--- src/rtl/bsg_receiver.sv ---
// rtl/bsg_receiver.sv - Gray-symbol receiver: decode, pair into 16-bit words, FIFO, bus-drained.
module bsg_receiver #(
    parameter int DEPTH = 4
) (
    input  logic       SYS_CLK,
    input  logic       RST_N,
    input  logic [7:0] IN,
    input  logic       IN_VALID,
    output logic       RX_INT,
    input  logic [7:0] Data_in,
    input  logic [7:0] addr,
    input  logic       write,
    input  logic       valid,
    output logic [7:0] Data_out,
    output logic       ready
);

    localparam int PW = (DEPTH > 1) ? $clog2(DEPTH) : 1;
    localparam int CW = $clog2(DEPTH + 1);
    localparam logic [CW-1:0] FULL_CNT = CW'(DEPTH);

    localparam logic [1:0] ST_IDLE = 2'd0;
    localparam logic [1:0] ST_ACK  = 2'd1;
    localparam logic [1:0] ST_WAIT = 2'd2;

    logic [1:0]    state;
    logic          rxenable;
    logic          intmsk;
    logic          intflag;
    logic          overrun;
    logic          half;
    logic [7:0]    staging;
    logic [PW-1:0] wr_ptr;
    logic [PW-1:0] rd_ptr;
    logic [CW-1:0] count;
    logic [15:0]   mem [DEPTH];

    logic [7:0]  decoded;
    logic [7:0]  rd_data;
    logic [15:0] head;
    logic        bus_fire;
    logic        ctrl_wr;
    logic        nonempty;
    logic        full;
    logic        pop;
    logic        sym_fire;
    logic        push_req;
    logic        do_push;
    logic        ovr_evt;
    logic        unused_data_in_bits;

    assign unused_data_in_bits = ^{Data_in[7:5], Data_in[3]};

    always_comb begin
        decoded    = 8'h00;
        decoded[7] = IN[7];
        for (int i = 6; i >= 0; i--) begin
            decoded[i] = decoded[i+1] ^ IN[i];
        end
    end

    assign bus_fire = (state == ST_IDLE) && valid;
    assign ctrl_wr  = bus_fire && write && (addr == 8'h00);
    assign nonempty = (count != '0);
    assign full     = (count == FULL_CNT);
    assign pop      = bus_fire && !write && (addr == 8'h02) && nonempty;
    assign sym_fire = IN_VALID && rxenable;
    assign push_req = sym_fire && half;
    // A pop in the same cycle frees the slot a full-FIFO push needs.
    assign do_push  = push_req && (!full || pop);
    assign ovr_evt  = push_req && full && !pop;
    assign head     = mem[rd_ptr];

    assign RX_INT = intflag & intmsk;
    assign ready  = (state == ST_ACK);

    always_comb begin
        rd_data = 8'h00;
        case (addr)
            8'h00: rd_data = {3'b000, overrun, nonempty, intflag, intmsk, rxenable};
            8'h01: rd_data = nonempty ? head[7:0] : 8'h00;
            8'h02: rd_data = nonempty ? head[15:8] : 8'h00;
            8'h03: rd_data = {{(8-CW){1'b0}}, count};
            default: rd_data = 8'h00;
        endcase
    end

    always_ff @(posedge SYS_CLK or negedge RST_N) begin
        if (!RST_N) begin
            state    <= ST_IDLE;
            Data_out <= 8'h00;
        end else begin
            case (state)
                ST_IDLE: if (valid) begin
                    state    <= ST_ACK;
                    Data_out <= write ? 8'h00 : rd_data;
                end
                ST_ACK:  state <= ST_WAIT;
                ST_WAIT: if (!valid) state <= ST_IDLE;
                default: state <= ST_IDLE;
            endcase
        end
    end

    always_ff @(posedge SYS_CLK or negedge RST_N) begin
        if (!RST_N) begin
            rxenable <= 1'b0;
            intmsk   <= 1'b0;
            intflag  <= 1'b0;
            overrun  <= 1'b0;
        end else begin
            if (ctrl_wr) begin
                rxenable <= Data_in[0];
                intmsk   <= Data_in[1];
            end
            // Set events take priority over a simultaneous write-1-to-clear.
            if ((do_push && !nonempty) || ovr_evt) begin
                intflag <= 1'b1;
            end else if (ctrl_wr && Data_in[2]) begin
                intflag <= 1'b0;
            end
            if (ovr_evt) begin
                overrun <= 1'b1;
            end else if (ctrl_wr && Data_in[4]) begin
                overrun <= 1'b0;
            end
        end
    end

    always_ff @(posedge SYS_CLK or negedge RST_N) begin
        if (!RST_N) begin
            half    <= 1'b0;
            staging <= 8'h00;
        end else if (!rxenable || (ctrl_wr && !Data_in[0])) begin
            half    <= 1'b0;
            staging <= 8'h00;
        end else if (sym_fire) begin
            if (!half) begin
                staging <= decoded;
            end
            half <= !half;
        end
    end

    always_ff @(posedge SYS_CLK or negedge RST_N) begin
        if (!RST_N) begin
            wr_ptr <= '0;
            rd_ptr <= '0;
            count  <= '0;
        end else begin
            if (do_push) begin
                wr_ptr <= wr_ptr + 1'b1;
            end
            if (pop) begin
                rd_ptr <= rd_ptr + 1'b1;
            end
            case ({do_push, pop})
                2'b10:   count <= count + 1'b1;
                2'b01:   count <= count - 1'b1;
                default: count <= count;
            endcase
        end
    end

    // Storage needs no reset: empty-FIFO reads are forced to zero.
    always_ff @(posedge SYS_CLK) begin
        if (do_push) begin
            mem[wr_ptr] <= {decoded, staging};
        end
    end

endmodule

--- config.mk ---
export PLATFORM = sky130hd
export DESIGN_NAME = bsg_receiver
export DESIGN_NICKNAME = d
export VERILOG_FILES = /design/src/rtl/bsg_receiver.sv
export SDC_FILE = /design/constraint.sdc
export NUM_CORES = 1
export LEC_CHECK = 0
export CELL_PAD_IN_SITES_DETAIL_PLACEMENT = 1
export CELL_PAD_IN_SITES_GLOBAL_PLACEMENT = 1
export CORE_ASPECT_RATIO = 0.75
export CORE_MARGIN = 4
export CORE_UTILIZATION = 48
export DETAILED_ROUTE_END_ITERATION = 8
export GPL_TIMING_DRIVEN = 0
export PLACE_DENSITY = 0.87
export SYNTH_ARGS = -nofsm -noshare
export SYNTH_HDL_FRONTEND = slang
export SYNTH_SLANG_ARGS = --single-unit
--- constraint.sdc ---
create_clock -name SYS_CLK -period 3.4 [get_ports SYS_CLK]
set_input_delay 0.34 -clock SYS_CLK [delete_from_list [all_inputs] [get_ports SYS_CLK]]
set_output_delay 0.34 -clock SYS_CLK [all_outputs]
set_load 0.01 [all_outputs]
==> flow_summary.json, run 1 <==
{
  "die_h_um": 86.90,
  "use_met2_pct": 31.56,
  "synth-seq-cells": 94,
  "htree_levels": 3,
  "cap_violations": 0,
  "ios": 39,
  "cts_hold_buf": 0,
  "synth_fa_ha_area_share_pct": 2.073,
  "worst_pin_slew_ps": 969.8,
  "setup_violations": 0,
  "rsz0062_at_grt": "false",
  "drt-initial-drc-count": 72,
  "finClkSkew_ps": 7.655,
  "antenna_left": 0,
  "power.total_mw": 2.121,
  "fin_crit_ps": 2965,
  "clock_latency_ps": 360,
  "multi_input_area_um2": 1221,
  "cts_tree": "yes",
  "grt_usage_pct": 18.46,
  "cts.clk_slew.worst_paths_ps": 90,
  "syn_area_um2": 3984,
  "dieArea_um2": 9836,
  "drtPass1Iterations": 4,
  "syn_area_per_cell_um2": 16.26,
  "finalHoldViolCount": 0,
  "drive_above_1_share_pct": 14.97,
  "start_util_pct": 49.87,
  "finalInstanceArea_um2": 4612,
  "synthDominantCellAreaShare_pct": 48.24,
  "critPathCaptureType": "flop",
  "synth_edf_count": 64,
  "synth_most_common_cell": "edfxtp_1",
  "clock_path_buffers": 2,
  "diodes": 0,
  "drt-wirelength-per-cell_um": 20.74,
  "grt_pass1_vias": 2361,
  "status": "completed",
  "synth-xor-area-share_pct": 4.052,
  "synth_top_family_by_area": "multiplexers",
  "antenna_found_initial": 0,
  "ys_top_cells_by_count": "64 x edfxtp_1, 30 x dfrtp_1, 12 x a22o_1, 12 x inv_1, 12 x mux4_2",
  "synthCells": 245,
  "cts_buffers": 9,
  "hpwl_um": 5797,
  "start_kind": "primary input",
  "criticalPathCategory": "primary input to flop",
  "synth_seq_area_share_pct": 67.09,
  "max_slew_margin_pct": 35.35,
  "num_vias": 2206,
  "crit_required_ps": 3680,
  "met3_usage_pct": 4.167,
  "synth_compound_area_share_pct": 7.129,
  "ys_types": 44,
  "grt_max_degree": 31,
  "synth_ff_type": "edfxtp_1",
  "clock-sinks": 94,
  "synth-simple-area-share_pct": 7.506,
  "drc": 0,
  "vias_per_cell": 5.529,
  "synth.area.mux_share_pct": 9.893,
  "hp-class": "primary input to asynchronous set/reset pin",
  "setup_ws_ps": 434.8,
  "ir_worst_vdd_v": 0.0002243,
  "yosysWarnings": 0,
  "fmax_mhz": 337.2,
  "report.final.slew_viol_count": 0,
  "whs_ps": 41.51,
  "drt-total-wl_um": 8277,
  "root_buffer": "clkbuf_8",
  "min_period_over_period_pct": 87.21,
  "core_area_um2": 7988,
  "area_growth_pct": 15.77,
  "yosys.area.top_type": "edfxtp_1",
  "grt_pass1_wl_um": 13260,
  "rows": 28,
  "post_cts_resized": 0,
  "synth_area_leaders": "edfxtp_1 48%, dfrtp_1 19%, mux4_2 6.8%, a22o_1 2.6%, mux2i_1 2.3%",
  "postSynth.asyncResetShare_pct": 31.91,
  "power.density_nw_per_um2": 459.9,
  "gp_congestion": 0.7822,
  "crit_arrival_ps": 3250,
  "synth_fp_nets": 280,
  "post-place-ws_ps": 25.53,
  "placed_area_um2": 4441,
  "met1_usage_pct": 23.88,
  "top_usage_layer": "met2",
  "fillers": 758,
  "die_w_um": 113.2,
  "port_buffers": 33,
  "nNetsFinal": 324,
  "seq_area_um2": 2673,
  "tns_ps": 0,
  "cts_setup_buffers": 0,
  "gr-total-overflow": 0,
  "p_leak_nw": 1.751,
  "path_max_fanout": 7
}
==> final cells by class <==
type | instances | area share (%)
tap | 105 | 2.849
multi-input combinational | 131 | 26.48
sequential | 94 | 57.95
timing repair buffer | 33 | 7.054
clock buffer | 9 | 2.686
buffer | 8 | 0.9767
clock inverter | 7 | 1.031
inverter | 12 | 0.9767
==> sequential cells by signal (all words and copies together) (netlist names) <==
signal	flops
mem	64
Data_out	8
staging	8
count	3
rd_ptr	2
state	2
wr_ptr	2
half	1
intflag	1
intmsk	1
overrun	1
rxenable	1
==> cells in the final DEF, fill, tap and decap left out, types with 2 or more instances in the layout <==
| master | instances |
|---|---|
| nand2b_1 | 5 |
| a22o_1 | 12 |
| inv_6 | 2 |
| nand2_1 | 8 |
| edfxtp_1 | 64 |
| a22oi_1 | 6 |
| nand3_1 | 4 |
| xnor2_1 | 10 |
| and2_1 | 3 |
| o21ai_0 | 11 |
| xor2_1 | 4 |
| nor4_4 | 2 |
| mux4_2 | 12 |
| o22ai_1 | 2 |
| ha_1 | 5 |
| nor2b_1 | 4 |
| mux2_2 | 3 |
| o221ai_1 | 2 |
| clkinv_2 | 2 |
| mux2i_1 | 9 |
| clkbuf_8 | 9 |
| and3_1 | 5 |
| inv_1 | 12 |
| nor2_1 | 5 |
| clkbuf_1 | 5 |
| buf_4 | 2 |
| clkdlybuf4s50_1 | 32 |
| dfrtp_1 | 30 |
==> metal layers <==
metal | vias to the layer above | share of wire (%)
met1 | 1130 | 44
li1 | 1021 | -
met3 | 7 | 5.0
met2 | 48 | 50
met5 | - | 0
met4 | 0 | 0.77
==> critical path: stages <==
cell and delay (ps):
clkdlybuf4s50_1 470, or3b_4 400, nor4_4 460, nand2_1 260, nor2_1 230, ha_1 220, inv_1 70, fa_1 370
xor2_1 150, nor2_1 130, xnor2_1 140
==> cell families after synthesis <==
group | count (synthesis)
flip-flops | 94
multiplexers | 24
adder cells (fa/ha/maj) | 6
buffers and inverters | 20
AND/OR/NAND/NOR | 46
AO/OA/AOI/OAI | 39
XOR/XNOR | 16
==> per-stage QoR <==
step | utilization [%] | cells
after floorplan | - | 245
after global routing | 57.74 | 399
after CTS | 57.74 | 399
final | 57.74 | 399
after detailed placement | 55.59 | 383
after global placement | 55.65 | 383
==> power by group <==
part / internal [mW] / switching [mW]
sequential: 1.25 / 0.0100
clock: 0.267 / 0.391
combinational: 0.0878 / 0.112
total: 1.61 / 0.514
==> path summary, 6_finish.rpt <==
kind	slack [ps]	cells after the start	start	endpoint
setup / recovery	430	11	valid	count[2]
hold / removal	40	1	RST_N	count[2]
setup reg to reg	460	10	state[1]	count[2]
hold reg to reg	490	1	overrun	overrun
max in group asynchronous	2880	1	RST_N	Data_out[6]
min in group SYS_CLK	490	1	overrun	overrun
Power figures use the tool's default switching activity.
==> run 2: changes to the inputs <==
Settings changed: GPL_TIMING_DRIVEN 0 to 1.
==> run 2 against run 1 <==
Against the previous run:
- sequential share of layout area down 0.68 points
- critical path depth unchanged
- highest routed layer unchanged
- maximum frequency up 5.1%
- register-to-register slack better by 150 ps
- combinational power down 2%
- cell count up 1.3%
- critical path type unchanged
- largest cell class unchanged
- worst hold slack better by 350 ps
- die area unchanged
- setup slack better by 140 ps
- sequential cell count unchanged
==> flow_summary.json, run 2 (same netlist as run 1, synthesis figures left out) <==
{
  "dieArea_um2": 9836,
  "finClkSkew_ps": 12.77,
  "drt-initial-drc-count": 96,
  "clock-sinks": 94,
  "rsz0062_at_grt": "false",
  "antenna_found_initial": 0,
  "seqPwrFrac_pct": 60.0,
  "max_slew_margin_pct": 42.67,
  "cts_hold_buf": 0,
  "min_period_over_period_pct": 83.00,
  "port_buffers": 34,
  "p_sw_share_pct": 23.70,
  "setup_ws_ps": 578.0,
  "die_h_um": 86.90,
  "fmax_mhz": 354.4,
  "cts_buffers": 9,
  "crit_required_ps": 3690,
  "cts_tree": "yes",
  "critPathCaptureType": "flop",
  "internal_power_mw": 1.611,
  "status": "completed",
  "top_regs": "mem x64, Data_out x8, staging x8",
  "tns_ps": 0,
  "grt_max_degree": 31,
  "ir_worst_vdd_v": 0.0003142,
  "combPwrFrac_pct": 9.3,
  "num_vias": 2262,
  "clock_latency_ps": 360,
  "setup_violations": 0,
  "drc": 0,
  "diodes": 0,
  "vias_per_cell": 5.599,
  "largest_register_ffs": 64,
  "report.final.slew_viol_count": 0,
  "root_buffer": "clkbuf_8",
  "crit_arrival_ps": 3110,
  "post-place-ws_ps": 212.3,
  "cap_violations": 0,
  "timing.rr.start": "state[1]",
  "hp-class": "primary input to asynchronous set/reset pin",
  "rows": 28,
  "core_area_um2": 7988,
  "drtPass1Iterations": 4,
  "largest_register": "mem",
  "clock_path_buffers": 2,
  "cts.clk_slew.worst_paths_ps": 90,
  "gp_congestion": 0.8193,
  "drive_above_1_share_pct": 16.72,
  "drt-wirelength-per-cell_um": 21.13,
  "die_w_um": 113.2,
  "p_sw_uw": 500.4,
  "gr-total-overflow": 0,
  "grt_pass1_vias": 2466,
  "post_cts_resized": 0,
  "critical_path.startpoint": "valid",
  "grt_usage_pct": 19.29,
  "fin_crit_ps": 2822,
  "antenna_left": 0,
  "layout_commonest_cell": "edfxtp_1",
  "grt_pass1_wl_um": 13890,
  "ff2ff_path_depth": 10,
  "worst_pin_slew_ps": 855.4,
  "p_leak_nw": 1.791,
  "criticalPathCategory": "primary input to flop",
  "area_growth_pct": 17.15,
  "final_cell_mix": "64 x edfxtp_1, 34 x clkdlybuf4s50_1, 30 x dfrtp_1",
  "start_util_pct": 49.87,
  "finalHoldViolCount": 0,
  "pwr-share-clk_pct": 30.8,
  "power.density_nw_per_um2": 452.3,
  "drt-total-wl_um": 8538,
  "path_max_fanout": 7,
  "start_kind": "primary input",
  "nNetsFinal": 329,
  "hpwl_um": 5993,
  "ios": 39,
  "htree_levels": 3,
  "cts_setup_buffers": 0
}
[run 2: power groups by stage]
stage	logic, mW	registers [mW]	clock network [mW]
floorplan	0.117	1.29	0
global placement	0.190	1.29	0
detailed placement	0.200	1.29	0
CTS	0.201	1.27	0.666
global route	0.218	1.27	0.719
finish	0.196	1.27	0.650
[run 2: cell type report]
cell class	instances	area, um^2
well taps	105	131.4
flip-flops and latches	94	2673
fillers	756	3321
clock buffers	11	131.4
repair buffers	46	430.4
inverters	12	45.04
clock inverters	5	35.03
multi-input cells	131	1221
[run 2: routing by layer]
| metal | track usage, % | vias up | wire length [um] |
|---|---|---|---|
| met1 | 24.79 | 1174 | 3815 |
| li1 | - | 1030 | - |
| met2 | 32.31 | 50 | 4236 |
| met3 | 5.903 | 8 | 398 |
| met4 | 5.240 | 0 | 88 |
| met5 | 0 | - | 0 |
[run 2: worst paths after layout]
kind / slack, ps / to
max: 580 / count[2]
min: 390 / rd_ptr[1]
max reg2reg: 610 / count[2]
min reg2reg: 500 / Data_out[7]
max in group asynchronous: 2700 / Data_out[6]
min in group SYS_CLK: 500 / Data_out[7]
[run 2: stage by stage]
stage | power, mW | hold WS [ps] | cells | utilization [%] | instance area (um^2)
after CTS | 2.133 | 389.8 | 404 | 58.43 | 4667
after global routing | 2.206 | 411.7 | 404 | 58.43 | 4667
after floorplan | 1.402 | 44.41 | 245 | - | 3984
final | 2.111 | 391.6 | 404 | 58.43 | 4667
after global placement | 1.479 | 456.6 | 388 | 56.34 | 4501
after detailed placement | 1.491 | 482.7 | 388 | 56.34 | 4501
[run 2: worst max-delay path, cell delays in order]
cell and delay [ps]:
clkdlybuf4s50_1 480, or3b_4 400, nor4_4 480, nand2_1 170
nor2_1 190, ha_1 220, inv_1 60, fa_1 370
xor2_1 150, nor2_1 120, xnor2_1 130
